==> config.mk <==
export PLATFORM = sky130hd
export DESIGN_NAME = alu_op_scheduler
export DESIGN_NICKNAME = d
export VERILOG_FILES = /design/src/rtl/alu_sched_pkg.sv /design/src/rtl/alu_op_scheduler_rr_arbiter.sv /design/src/rtl/alu_op_scheduler.sv
export SDC_FILE = /design/constraint.sdc
export NUM_CORES = 1
export LEC_CHECK = 0
export ABC_AREA = 1
export BUFFER_PORTS_ARGS = -buffer_cell sky130_fd_sc_hd__buf_4
export CAP_MARGIN = 20
export CORE_AREA = 2 2 118 120
export DETAILED_ROUTE_END_ITERATION = 8
export DIE_AREA = 0 0 120 122
export GPL_TIMING_DRIVEN = 0
export MAX_ROUTING_LAYER = met4
export PLACE_DENSITY = 0.78
export SETUP_SLACK_MARGIN = 0.15
export SLEW_MARGIN = 20
export SYNTH_ARGS = -nofsm -noshare
export SYNTH_HDL_FRONTEND = slang
export SYNTH_SLANG_ARGS = --single-unit
==> constraint.sdc <==
create_clock -name CLK -period 4.5 [get_ports CLK]
set_input_delay 0.9 -clock CLK [delete_from_list [all_inputs] [get_ports CLK]]
set_output_delay 0.9 -clock CLK [all_outputs]
set_load 0.01 [all_outputs]
==> src/rtl/alu_sched_pkg.sv <==
// Shared types and ALU function encodings for the ALU operation scheduler.
// The class of an operation is carried in the top two bits of its function code.
package alu_sched_pkg;

    typedef enum logic [1:0] {
        IDLE  = 2'd0,
        ISSUE = 2'd1,
        WAIT  = 2'd2,
        RESP  = 2'd3
    } state_t;

    typedef enum logic [1:0] {
        CLS_ARITH = 2'b00,
        CLS_LOGIC = 2'b01,
        CLS_CMP   = 2'b10,
        CLS_SHIFT = 2'b11
    } alu_class_t;

    localparam logic [3:0] FUNC_ADD  = 4'b0000;
    localparam logic [3:0] FUNC_SUB  = 4'b0001;
    localparam logic [3:0] FUNC_MUL  = 4'b0010;
    localparam logic [3:0] FUNC_DIV  = 4'b0011;
    localparam logic [3:0] FUNC_AND  = 4'b0100;
    localparam logic [3:0] FUNC_OR   = 4'b0101;
    localparam logic [3:0] FUNC_XOR  = 4'b0110;
    localparam logic [3:0] FUNC_NOR  = 4'b0111;
    localparam logic [3:0] FUNC_CMP  = 4'b1000;
    localparam logic [3:0] FUNC_SHL  = 4'b1100;
    localparam logic [3:0] FUNC_SHR  = 4'b1101;

    localparam int OPND_W = 16;
    localparam int RSP_W  = 32;

    function automatic alu_class_t func_class(input logic [3:0] func);
        return alu_class_t'(func[3:2]);
    endfunction

endpackage

==> src/rtl/alu_op_scheduler_rr_arbiter.sv <==
// Combinational round-robin arbiter: grants the first requester at or after
// the pointer, wrapping around, and reports its index.
module rr_arbiter #(
    parameter int N     = 4,
    parameter int IDX_W = (N > 1) ? $clog2(N) : 1
) (
    input  logic [N-1:0]     req,
    input  logic [IDX_W-1:0] ptr,
    output logic [N-1:0]     grant,
    output logic [IDX_W-1:0] idx
);

    logic found;
    int   j;

    always_comb begin
        grant = '0;
        idx   = '0;
        found = 1'b0;
        j     = 0;
        for (int i = 0; i < N; i++) begin
            j = int'(ptr) + i;
            if (j >= N) begin
                j = j - N;
            end
            if (!found && req[j]) begin
                found    = 1'b1;
                grant[j] = 1'b1;
                idx      = IDX_W'(j);
            end
        end
    end

endmodule

==> src/rtl/alu_op_scheduler.sv <==
// Time-shares one ALU between NUM_REQ requesters: round-robin grant, one-cycle
// issue, wait for the class flag (or time out), then hold a tagged response.
module alu_op_scheduler
    import alu_sched_pkg::*;
#(
    parameter int NUM_REQ = 4,
    parameter int ID_W    = 2,
    parameter int TIMEOUT = 8
) (
    input  logic                    CLK,
    input  logic                    RST,
    input  logic [NUM_REQ-1:0]      req_valid,
    output logic [NUM_REQ-1:0]      req_ready,
    input  logic [NUM_REQ*16-1:0]   req_a,
    input  logic [NUM_REQ*16-1:0]   req_b,
    input  logic [NUM_REQ*4-1:0]    req_func,
    output logic [15:0]             alu_A,
    output logic [15:0]             alu_B,
    output logic [3:0]              alu_FUNC,
    output logic                    alu_EN,
    input  logic [31:0]             alu_Arith_OUT,
    input  logic [15:0]             alu_Logic_OUT,
    input  logic [15:0]             alu_Shift_OUT,
    input  logic [2:0]              alu_CMP_OUT,
    input  logic                    alu_Carry_OUT,
    input  logic                    alu_Arith_Flag,
    input  logic                    alu_Logic_Flag,
    input  logic                    alu_Shift_Flag,
    input  logic                    alu_CMP_Flag,
    output logic                    rsp_valid,
    input  logic                    rsp_ready,
    output logic [ID_W-1:0]         rsp_id,
    output logic [31:0]             rsp_data,
    output logic                    rsp_carry,
    output logic                    rsp_err
);

    localparam int CNT_W = $clog2(TIMEOUT + 1);

    logic [15:0] a_arr    [NUM_REQ];
    logic [15:0] b_arr    [NUM_REQ];
    logic [3:0]  func_arr [NUM_REQ];

    for (genvar gi = 0; gi < NUM_REQ; gi++) begin : g_unpack
        assign a_arr[gi]    = req_a[gi*16 +: 16];
        assign b_arr[gi]    = req_b[gi*16 +: 16];
        assign func_arr[gi] = req_func[gi*4 +: 4];
    end

    state_t            state_q, state_d;
    logic [ID_W-1:0]   ptr_q, ptr_d;
    logic [15:0]       a_q, a_d, b_q, b_d;
    logic [3:0]        func_q, func_d;
    logic [ID_W-1:0]   id_q, id_d;
    logic              alu_en_q, alu_en_d;
    logic [CNT_W-1:0]  cnt_q, cnt_d;
    logic              rsp_valid_q, rsp_valid_d;
    logic [31:0]       rsp_data_q, rsp_data_d;
    logic              rsp_carry_q, rsp_carry_d;
    logic              rsp_err_q, rsp_err_d;

    logic [NUM_REQ-1:0] grant;
    logic [ID_W-1:0]    grant_idx;
    logic               class_flag;
    logic [31:0]        class_data;

    rr_arbiter #(
        .N     (NUM_REQ),
        .IDX_W (ID_W)
    ) u_arb (
        .req   (req_valid),
        .ptr   (ptr_q),
        .grant (grant),
        .idx   (grant_idx)
    );

    // Gated by RST so a request is never acknowledged on a cycle that cannot latch it.
    assign req_ready = (state_q == IDLE && !RST) ? grant : '0;

    always_comb begin
        class_flag = 1'b0;
        class_data = '0;
        case (func_class(func_q))
            CLS_ARITH: begin
                class_flag = alu_Arith_Flag;
                class_data = alu_Arith_OUT;
            end
            CLS_LOGIC: begin
                class_flag = alu_Logic_Flag;
                class_data = {16'h0000, alu_Logic_OUT};
            end
            CLS_CMP: begin
                class_flag = alu_CMP_Flag;
                class_data = {29'h0, alu_CMP_OUT};
            end
            default: begin
                class_flag = alu_Shift_Flag;
                class_data = {16'h0000, alu_Shift_OUT};
            end
        endcase
    end

    always_comb begin
        state_d     = state_q;
        ptr_d       = ptr_q;
        a_d         = a_q;
        b_d         = b_q;
        func_d      = func_q;
        id_d        = id_q;
        alu_en_d    = 1'b0;
        cnt_d       = cnt_q;
        rsp_valid_d = rsp_valid_q;
        rsp_data_d  = rsp_data_q;
        rsp_carry_d = rsp_carry_q;
        rsp_err_d   = rsp_err_q;
        case (state_q)
            IDLE: begin
                if (|req_valid) begin
                    a_d      = a_arr[grant_idx];
                    b_d      = b_arr[grant_idx];
                    func_d   = func_arr[grant_idx];
                    id_d     = grant_idx;
                    ptr_d    = (grant_idx == ID_W'(NUM_REQ - 1)) ? '0 : grant_idx + ID_W'(1);
                    alu_en_d = 1'b1;
                    state_d  = ISSUE;
                end
            end
            ISSUE: begin
                cnt_d   = '0;
                state_d = WAIT;
            end
            WAIT: begin
                if (class_flag) begin
                    rsp_valid_d = 1'b1;
                    rsp_data_d  = class_data;
                    rsp_carry_d = (func_class(func_q) == CLS_ARITH) ? alu_Carry_OUT : 1'b0;
                    rsp_err_d   = 1'b0;
                    state_d     = RESP;
                end else if (cnt_q == CNT_W'(TIMEOUT - 1)) begin
                    rsp_valid_d = 1'b1;
                    rsp_data_d  = '0;
                    rsp_carry_d = 1'b0;
                    rsp_err_d   = 1'b1;
                    state_d     = RESP;
                end else begin
                    cnt_d = cnt_q + CNT_W'(1);
                end
            end
            RESP: begin
                if (rsp_ready) begin
                    rsp_valid_d = 1'b0;
                    state_d     = IDLE;
                end
            end
            default: state_d = IDLE;
        endcase
    end

    always_ff @(posedge CLK) begin
        if (RST) begin
            state_q     <= IDLE;
            ptr_q       <= '0;
            a_q         <= '0;
            b_q         <= '0;
            func_q      <= '0;
            id_q        <= '0;
            alu_en_q    <= 1'b0;
            cnt_q       <= '0;
            rsp_valid_q <= 1'b0;
            rsp_data_q  <= '0;
            rsp_carry_q <= 1'b0;
            rsp_err_q   <= 1'b0;
        end else begin
            state_q     <= state_d;
            ptr_q       <= ptr_d;
            a_q         <= a_d;
            b_q         <= b_d;
            func_q      <= func_d;
            id_q        <= id_d;
            alu_en_q    <= alu_en_d;
            cnt_q       <= cnt_d;
            rsp_valid_q <= rsp_valid_d;
            rsp_data_q  <= rsp_data_d;
            rsp_carry_q <= rsp_carry_d;
            rsp_err_q   <= rsp_err_d;
        end
    end

    assign alu_A     = a_q;
    assign alu_B     = b_q;
    assign alu_FUNC  = func_q;
    assign alu_EN    = alu_en_q;
    assign rsp_valid = rsp_valid_q;
    assign rsp_id    = id_q;
    assign rsp_data  = rsp_data_q;
    assign rsp_carry = rsp_carry_q;
    assign rsp_err   = rsp_err_q;

endmodule
==> results of run 1 <==
==> area by class of cell <==
type / count / area, µm² / share of cell area, %
clock inverters: 6 / 73.8 / 0.852
flip-flops and latches: 82 / 1640 / 19.0
repair buffers: 300 / 2250 / 26.0
plain buffers: 55 / 338 / 3.90
multi-input cells: 651 / 3350 / 38.7
inverters: 144 / 541 / 6.24
well taps: 180 / 225 / 2.60
clock buffers: 10 / 239 / 2.76
==> registers in the layout, summed over array words and instances (netlist names) <==
signal,count
alu_A,16
alu_B,16
state_q,2
rsp_carry,1
alu_FUNC,4
ptr_q,2
rsp_id,2
rsp_err,1
rsp_valid,1
alu_EN,1
rsp_data,32
cnt_q,4
==> through the flow <==
stage	instance area (µm²)	hold slack (ns)	setup WS, ns	total power, mW	cells
4_1_cts	8660	0.466	0.971	6.24	1428
3_3_place_gp	8350	0.450	1.37	5.41	1412
6_report	8660	0.463	0.941	6.26	1428
2_1_floorplan	5870	0.448	1.71	4.11	932
3_5_place_dp	8350	0.455	1.34	5.45	1412
5_1_grt	8660	0.491	0.743	6.80	1428
==> cells by family after synthesis <==
logic type	count (synthesis)	share of synthesized area (%)
flip-flops	82	28.0
adder cells (fa/ha/maj)	11	2.34
AO/OA/AOI/OAI	82	7.29
XOR/XNOR	1	0.149
buffers and inverters	199	15.0
AND/OR/NAND/NOR	557	47.3
==> tightest hold or removal path, cell delays in order, from the launching register on <==
cell,delay [ns]
dfxtp_1,0.31
nand2_1,0.06
a21oi_1,0.05
==> routing by layer <==
layer / vias up / track usage, % / wire length (µm)
li1: 3565 / - / -
met1: 3145 / 34.1 / 8830
met2: 274 / 48.4 / 10200
met3: 43 / 6.41 / 1570
met4: 0 / 10.8 / 560
met5: - / - / 0
==> placed cells by master (no fill, tap or decap), drive strengths merged <==
| cell | n |
|---|---|
| a21oi | 46 |
| clkinv | 1 |
| nand3b | 70 |
| nor2 | 102 |
| o21ai | 28 |
| clkbuf | 29 |
| nor3 | 3 |
| a31oi | 1 |
| o221ai | 2 |
| nand3 | 137 |
| ha | 11 |
| xor2 | 1 |
| nor4 | 1 |
| nor3b | 1 |
| o22ai | 3 |
| or2 | 1 |
| buf | 336 |
| o211ai | 1 |
| nand4 | 7 |
| clkinvlp | 2 |
| nand2 | 235 |
| bufinv | 1 |
| dfxtp | 82 |
| a22oi | 1 |
| inv | 146 |
==> synthesized netlist by cell type (all sizes together) <==
cell type,count
o21ai,28
nor3b,1
o211ai,1
dfxtp,82
a31oi,1
nand3,137
clkbuf,19
inv,144
nand2,235
o221ai,2
nand3b,70
nor3,3
buf,36
nor2,102
xor2,1
ha,11
a21oi,46
o22ai,3
nand4,7
or2,1
a22oi,1
nor4,1
==> path summary, 6_finish.rpt <==
check / slack (ns) / depth (start not counted) / to / startpoint
max: 0.94 / 14 / req_ready[3] / ptr_q[0]
min: 0.46 / 2 / rsp_data[0] / rsp_data[0]
max reg2reg: 1.75 / 16 / alu_FUNC[2] / ptr_q[0]
min reg2reg: 0.46 / 2 / rsp_data[0] / rsp_data[0]
==> report_power, final <==
part           total [mW]  internal [mW]  switching [mW]
sequential           1.09          0.951           0.135
clock               0.781          0.452           0.328
combinational        4.39           1.69            2.70
total                6.26           3.09            3.17
==> impl_metrics.yaml, run 1 <==
floorplan:
  design.core.area_um2: 13500
  die-area_um2: 14600
  die_height_um: 122
  ioPinCount: 301
  floorplan.rows: 43
  initial_cell_density_of_the_core_pct: 43.5
  die_width_um: 120
routing:
  dr_total_vias: 7027
  routed_wirelength_um: 21100
  drt_drc_violations_left: 0
  via_per_inst: 4.92
  drtAntennaViolNets: 0
  drt_iter0_drc: 397
  per_cell_routed_wire_length_um: 14.8
  detailedRoute.firstPassIterationCount: 5
timing:
  finClkSkew_ns: 0.00603
  worstMarginPinSlew_ns: 0.864
  final-max-slew-violation-count: 0
  hold_viol_final: 0
  max-slew-margin-rel_pct: 42.2
  rsz0062_at_grt: "false"
  final-setup-viol-count: 0
  final_clock_period_utilization_by_the_worst_path_pct: 79.1
  fin_setup_tns_ns: 0
  minimum_clock_period_ns: 3.56
  max_freq_ghz: 0.281
place:
  gp_routability_congestion: 0.970
  dp.final_hpwl_um: 16800
  portBuffers: 300
finish:
  n_fill_cell: 1305
  nets: 1477
  finalCoreUtilization_pct: 64.1
  area_growth_pct: 47.5
  num_antenna_cells: 0
  share_of_final_layout_standard_cells_stronger_than_drive_strength_1_pct: 32.4
setup_path:
  timing.setup.critical_path_class: "reg -> out"
  worstSetupEndpointType: "output port"
  timing.critical_path.buf_inv: 5
  critical-path-slowest-cell: "dfxtp_1"
  worst_setup_path_start_kind: "register"
  endpoint_arrival_time_on_the_critical_path_ns: 2.66
  critPathTopFamily: "simple AND/OR/NAND/NOR gates"
  cpPeakStageDelay_ns: 0.52
  worstPathRequired_ns: 3.60
  crit_chain: "inv_2 -> ha_1 -> inv_1 -> nand3_2 -> nand2_4 -> inv_2 -> nor2_8 -> nand3_1 -> o22ai_1 -> a21oi_1 -> o21ai_0 -> nand2_1 -> inv_1 -> buf_4"
  worst-path-max-fanout: 9
power_and_ir_drop:
  power.static_leakage_nw: 4.82
  p_per_area_nw_per_um2: 723
  irDropWorstVdd_mv: 0.480
yosys:
  post_synth.cell_area_avg_um2: 6.30
  synth.area.top_cells: "dfxtp_1, nand2_1, nand3_1"
  synth_largest_area_cell: "dfxtp_1"
  syn_area_um2: 5870
  synth_warnings: 0
  seq_area_frac_synth_pct: 28.0
  synth.net_count: 1166
  synth-seq-cells: 82
  synthesis.instances: 932
  synth.top_cell.area_share_pct: 28.0
  yosys.cell_types.count: 38
worst_hold_path:
  hold_path.class: "reg -> reg"
flow_run:
  maxCapViolations: 0
cts:
  cts.repair_timing.setup_buffer_count: 0
  cts.root.buffer_cell: "clkbuf_16"
  cts.clk_slew.worst_paths_ns: 0.06
  tritoncts_num_sinks: 82
  clock_insertion_delay_worst_skew_ns: 0.34
  postCtsResizedCells: 0
  clock_tree.buffer_depth: 2
  tritoncts.num_buffers: 9
  cts_htree_levels: 3
  postCtsHoldBufs: 0
  cts_tree: "done"
global_routing:
  number_of_global_route_vias_before_repair: 6632
  grt_max_degree: 16
  grt_pass1_wl_um: 32700
  gr-total-overflow: 0
  grt_util_all_layers_pct: 28.9
  antenna_violations_before_repair: 0
run_status:
  outcome: "complete, no violations"
Note: power is estimated with default switching activity, not from simulation.
==> inputs of run 2 (changes only) <==
Settings changed: CORE_AREA 2 2 118 120 to unset, CORE_MARGIN set to 2, CORE_UTILIZATION set to 42, DIE_AREA 0 0 120 122 to unset.
Clock period 4.5 ns to 2.9 ns, I/O delays scaled along.
==> run 2 against run 1 <==
Net effect: non-clock buffer count grew 9; critical endpoint is now req_ready[2]; sequential share of layout area shrank 0.20 points; clock skew is 0.00084 ns higher; utilization fell by 0.29 points; wire length increased by 0.43%; final cell count increased by 0.63%; hold slack worse by 0.0035 ns; clock-buffer cell count stayed put; highest routed layer unchanged; flip-flop and latch count unchanged; combinational power rose by 60%; clock power increased by 42%; critical path type unchanged.
==> impl_metrics.yaml, run 2 (same netlist as run 1, synthesis figures left out) <==
power_and_ir_drop:
  total_power_mw: 9.84
  power.static_leakage_nw: 4.87
  p_per_area_nw_per_um2: 1120
  irDropWorstVdd_mv: 0.681
finish:
  area_growth_pct: 49.8
  mostFrequentLayoutCell: "buf_4"
  stdcell_count: 1437
  nets: 1486
  largest_reg_flops: 32
  finalCoreUtilization_pct: 63.8
  mostFrequentLayoutCells: "buf_4, nand2_1, inv_1"
  num_antenna_cells: 0
  share_of_final_layout_standard_cells_stronger_than_drive_strength_1_pct: 33.7
routing:
  drt_iter0_drc: 348
  drtAntennaViolNets: 0
  dr_total_vias: 7073
  drt_drc_violations_left: 0
  per_cell_routed_wire_length_um: 14.8
  detailedRoute.firstPassIterationCount: 5
  via_per_inst: 4.92
  routed_wirelength_um: 21200
floorplan:
  initial_cell_density_of_the_core_pct: 42.6
  ioPinCount: 301
  die_width_um: 122
  design.core.area_um2: 13800
  floorplan.rows: 43
  die_height_um: 122
  die-area_um2: 14900
flow_run:
  maxCapViolations: 0
cts:
  cts.clk_slew.worst_paths_ns: 0.06
  clock_insertion_delay_worst_skew_ns: 0.34
  cts_htree_levels: 3
  tritoncts_num_sinks: 82
  postCtsHoldBufs: 0
  cts.root.buffer_cell: "clkbuf_16"
  tritoncts.num_buffers: 9
  cts_tree: "done"
  clock_tree.buffer_depth: 2
setup_path:
  r2r_setup_slack_ns: 0.52
  timing.setup.critical_path_class: "reg -> out"
  worstPathRequired_ns: 2.32
  critical_path.startpoint: "ptr_q[1]"
  worst_setup_path_start_kind: "register"
  crit_path_end: "req_ready[2]"
  worstSetupEndpointType: "output port"
  cpPeakStageDelay_ns: 0.39
  endpoint_arrival_time_on_the_critical_path_ns: 2.09
  critical-path-slowest-cell: "dfxtp_4"
  number_of_cells_on_the_worst_reg_to_reg_path: 16
  worstReg2RegEnd: "alu_A[6]"
  timing.rr.start: "ptr_q[0]"
  crit_chain: "inv_6 -> ha_4 -> inv_4 -> nand3_4 -> nand2_4 -> inv_4 -> nor2_8 -> nand3_4 -> buf_4 -> o221ai_2 -> nand2_1 -> inv_1 -> buf_4"
  worst-path-max-fanout: 5
timing:
  max-slew-margin-rel_pct: 47.4
  worstMarginPinSlew_ns: 0.787
  max_freq_ghz: 0.375
  finClkSkew_ns: 0.00688
  final-max-slew-violation-count: 0
  rsz0062_at_grt: "true"
  finalHoldWorstSlack_ns: 0.460
  final_clock_period_utilization_by_the_worst_path_pct: 92.0
  final-setup-viol-count: 0
  minimum_clock_period_ns: 2.67
  hold_viol_final: 0
global_routing:
  gr-total-overflow: 0
  grt_util_all_layers_pct: 28.5
  antenna_violations_before_repair: 0
  number_of_global_route_vias_before_repair: 6588
  grt_max_degree: 16
  grt_pass1_wl_um: 32200
run_status:
  outcome: "complete, no violations"
place:
  placed_cells_incl_taps: 1412
  portBuffers: 300
  gp_routability_congestion: 0.934
  dp.final_hpwl_um: 16800
worst_hold_path:
  hold_path.class: "reg -> reg"
  whs_path_depth: 2
-- run 2: how the worst min path moves through the flow --
stage | startpoint | to | slack (ns)
after detailed placement | rsp_data[2] | rsp_data[2] | 0.45
after global placement | rsp_data[9] | rsp_data[9] | 0.45
final | rsp_data[8] | rsp_data[8] | 0.46
after global routing | alu_Arith_OUT[31] | rsp_data[31] | 0.47
after CTS | rsp_data[2] | rsp_data[2] | 0.46
after floorplan | cnt_q[0] | cnt_q[0] | 0.45
-- run 2: critical path, delay by kind of cell (launching register included) --
| family | cells | cell delay (ns) |
|---|---|---|
| buf+inv | 6 | 0.49 |
| simple gates | 5 | 0.46 |
| flops | 1 | 0.39 |
| fa+ha+maj | 1 | 0.27 |
| compound gates | 1 | 0.13 |
-- run 2: area by class of cell --
class,count,area [µm²]
Multi-Input combinational cell,651,3410
Fill cell,1318,4980
Buffer,55,338
Inverter,144,558
Clock buffer,10,239
Clock inverter,6,48.8
Sequential cell,82,1650
Timing Repair Buffer,309,2320
Tap cell,180,225
-- run 2: metrics by stage --
step | TNS, ns | setup WS (ns) | area [µm²]
finish | 0 | 0.231 | 8790
CTS | 0 | 0.151 | 8680
floorplan | 0 | 0.426 | 5870
detailed placement | -0.000455 | -0.000455 | 8350
global route | 0 | 0.0913 | 8790
global placement | 0 | 0.0724 | 8350
-- run 2: routing by layer --
layer	up-vias	wire [µm]	part of all wire (%)	global-route usage (%)
met3	58	1340	6.3	5.67
met5	-	0	0	-
li1	3589	-	-	-
met4	0	740	3.5	11.8
met2	279	10400	49	46.8
met1	3147	8760	41	34.2
-- run 2: repair_timing --
action,4_1_cts,5_1_grt
buffers inserted,1,8
resized for setup,11,15
pin swaps,0,4
setup endpoints to repair,4,4
-- run 2: power by group --
group	switching, mW	internal, mW	leakage (nW)	total [mW]
Sequential	0.210	1.48	0.675	1.69
Clock	0.494	0.614	0.144	1.11
Combinational	4.30	2.74	4.06	7.04
Total	5.01	4.83	4.87	9.84
==> inputs of run 3 (changes only) <==
==> constraint.sdc (replaced) <==
create_clock -name CLK -period 2.9 [get_ports CLK]
set_input_delay 0.58 -clock CLK [delete_from_list [all_inputs] [get_ports CLK]]
set_output_delay 0.58 -clock CLK [all_outputs]
set_load 0.05 [all_outputs]
==> run 3 against run 2 <==
Net effect: utilization up 0.091 points; power is 10% higher; clock-buffer cell count unchanged; die area is the same; register-to-register slack barely moved; first-iteration DRC count up 0.29%; sequential share of layout area about the same; setup slack worse by 0.037 ns; critical endpoint is now req_ready[0]; global-route usage about the same; critical path depth is 1 higher; design area grew 0.14%; combinational power rose by 14%.
==> impl_metrics.yaml, run 3 (same netlist as run 1, synthesis figures left out) <==
run_status:
  outcome: "complete, no violations"
power_and_ir_drop:
  p_sw_share_pct: 55.1
  power.static_leakage_nw: 4.87
  irDropWorstVdd_mv: 0.682
  p_int_mw: 4.85
  netSwitchingPower_mw: 5.97
  p_per_area_nw_per_um2: 1230
  fraction_of_power_consumed_by_the_clock_network_pct: 10.2
  combPwrFrac_pct: 74.1
  power_frac_seq_pct: 15.6
  total_power_mw: 10.8
setup_path:
  worstSetupEndpointType: "output port"
  cpPeakStageDelay_ns: 0.39
  worst_setup_path_start_kind: "register"
  timing.setup.critical_path_class: "reg -> out"
  critical-path-slowest-cell: "dfxtp_4"
  worstPathRequired_ns: 2.32
  critical_path.startpoint: "ptr_q[1]"
  endpoint_arrival_time_on_the_critical_path_ns: 2.13
  critPathTopFamily: "simple AND/OR/NAND/NOR gates"
  crit_chain: "inv_6 -> ha_4 -> inv_4 -> nand3_4 -> nand2_4 -> inv_4 -> nor2_8 -> nand3_4 -> o22ai_1 -> a21oi_1 -> o21ai_0 -> nand2_1 -> inv_1 -> buf_6"
  timing.rr.start: "ptr_q[0]"
  timing.critical_path.buf_inv: 5
  worst-path-max-fanout: 5
global_routing:
  antenna_violations_before_repair: 0
  grt_max_degree: 16
  gr-total-overflow: 0
  grt_util_all_layers_pct: 28.5
  grt_pass1_wl_um: 32200
  number_of_global_route_vias_before_repair: 6592
cts:
  cts_htree_levels: 3
  clock_insertion_delay_worst_skew_ns: 0.34
  cts.root.buffer_cell: "clkbuf_16"
  cts.clk_slew.worst_paths_ns: 0.06
  tritoncts_num_sinks: 82
  tritoncts.num_buffers: 9
  cts_tree: "done"
  clock_tree.buffer_depth: 2
place:
  preCtsSetupSlack_ns: -0.0783
  gp_routability_congestion: 0.934
  placed_cells_incl_taps: 1412
  portBuffers: 300
  dp.final_hpwl_um: 16800
finish:
  largest_reg_flops: 32
  n_fill_cell: 1312
  mostFrequentLayoutCell: "buf_4"
  mostFrequentLayoutCells: "buf_4, nand2_1, inv_1"
  nets: 1485
  area_growth_pct: 50.0
  share_of_final_layout_standard_cells_stronger_than_drive_strength_1_pct: 33.7
  finalCoreUtilization_pct: 63.9
  num_antenna_cells: 0
  stdcell_count: 1436
timing:
  final_clock_period_utilization_by_the_worst_path_pct: 93.3
  worstMarginPinSlew_ns: 0.808
  minimum_clock_period_ns: 2.71
  final-setup-viol-count: 0
  finClkSkew_ns: 0.00689
  max-slew-margin-rel_pct: 45.9
  rsz0062_at_grt: "true"
  fin_setup_tns_ns: 0
  final-max-slew-violation-count: 0
  max_freq_ghz: 0.370
  final_worst_setup_slack_ns: 0.194
  hold_viol_final: 0
routing:
  dr_total_vias: 7084
  per_cell_routed_wire_length_um: 14.8
  drt_drc_violations_left: 0
  via_per_inst: 4.93
  routed_wirelength_um: 21200
  drtAntennaViolNets: 0
  drt_iter0_drc: 349
  detailedRoute.firstPassIterationCount: 5
floorplan:
  die-area_um2: 14900
  floorplan.rows: 43
  die_width_um: 122
  die_height_um: 122
  initial_cell_density_of_the_core_pct: 42.6
  ioPinCount: 301
  design.core.area_um2: 13800
flow_run:
  maxCapViolations: 0
worst_hold_path:
  hold_path.class: "reg -> reg"
  hold_path_startpoint: "rsp_data[8]"
run 3: path summary, 6_finish.rpt:
check,endpoint,slack (ns),cells past startpoint
min reg2reg,rsp_data[8],0.46,2
max reg2reg,alu_A[6],0.51,16
max,req_ready[0],0.19,14
min,rsp_data[8],0.46,2
run 3: timing repair:
| action | in CTS | in global routing |
|---|---|---|
| endpoints found under the hold margin | 0 | 0 |
| pin swaps | 1 | 4 |
| setup buffers | 2 | 6 |
| resized for setup | 15 | 14 |
| hold buffers | 0 | 0 |
| setup endpoints to repair | 4 | 4 |
run 3: per-stage QoR:
step	hold WS, ns	cell area, µm²
6_report	0.461	8800
5_1_grt	0.472	8800
4_1_cts	0.464	8710
3_5_place_dp	0.454	8350
3_3_place_gp	0.449	8350
2_1_floorplan	0.448	5870
run 3: power groups by stage:
stage / combinational [mW] / clock, mW / sequential (mW)
final: 8.02 / 1.11 / 1.69
after detailed placement: 7.74 / 0 / 1.71
after CTS: 7.87 / 1.13 / 1.69
after global placement: 7.68 / 0 / 1.70
after floorplan: 4.62 / 0 / 2.70
after global routing: 8.78 / 1.19 / 1.73
run 3: layout make-up:
cell class / instances / area (µm²) / share of cell area, %
repair buffers: 308 / 2330 / 26.4
multi-input cells: 651 / 3420 / 38.8
clock buffers: 10 / 239 / 2.71
inverters: 144 / 558 / 6.34
flip-flops and latches: 82 / 1650 / 18.7
plain buffers: 55 / 338 / 3.84
clock inverters: 6 / 48.8 / 0.554
well taps: 180 / 225 / 2.56
run 3: per-layer routing:
layer  track usage (%)  wire, µm  vias to the layer above
met4              11.8       754                        0
met1              34.2      8710                     3145
met5                 -         0                        -
met3              5.67      1380                       63
li1                  -         -                     3587
met2              46.8     10400                      289
run 3: tightest hold or removal path, stage by stage, from the launching register on:
cell,delay (ns)
dfxtp_1,0.31
nand2_1,0.06
a21oi_1,0.05
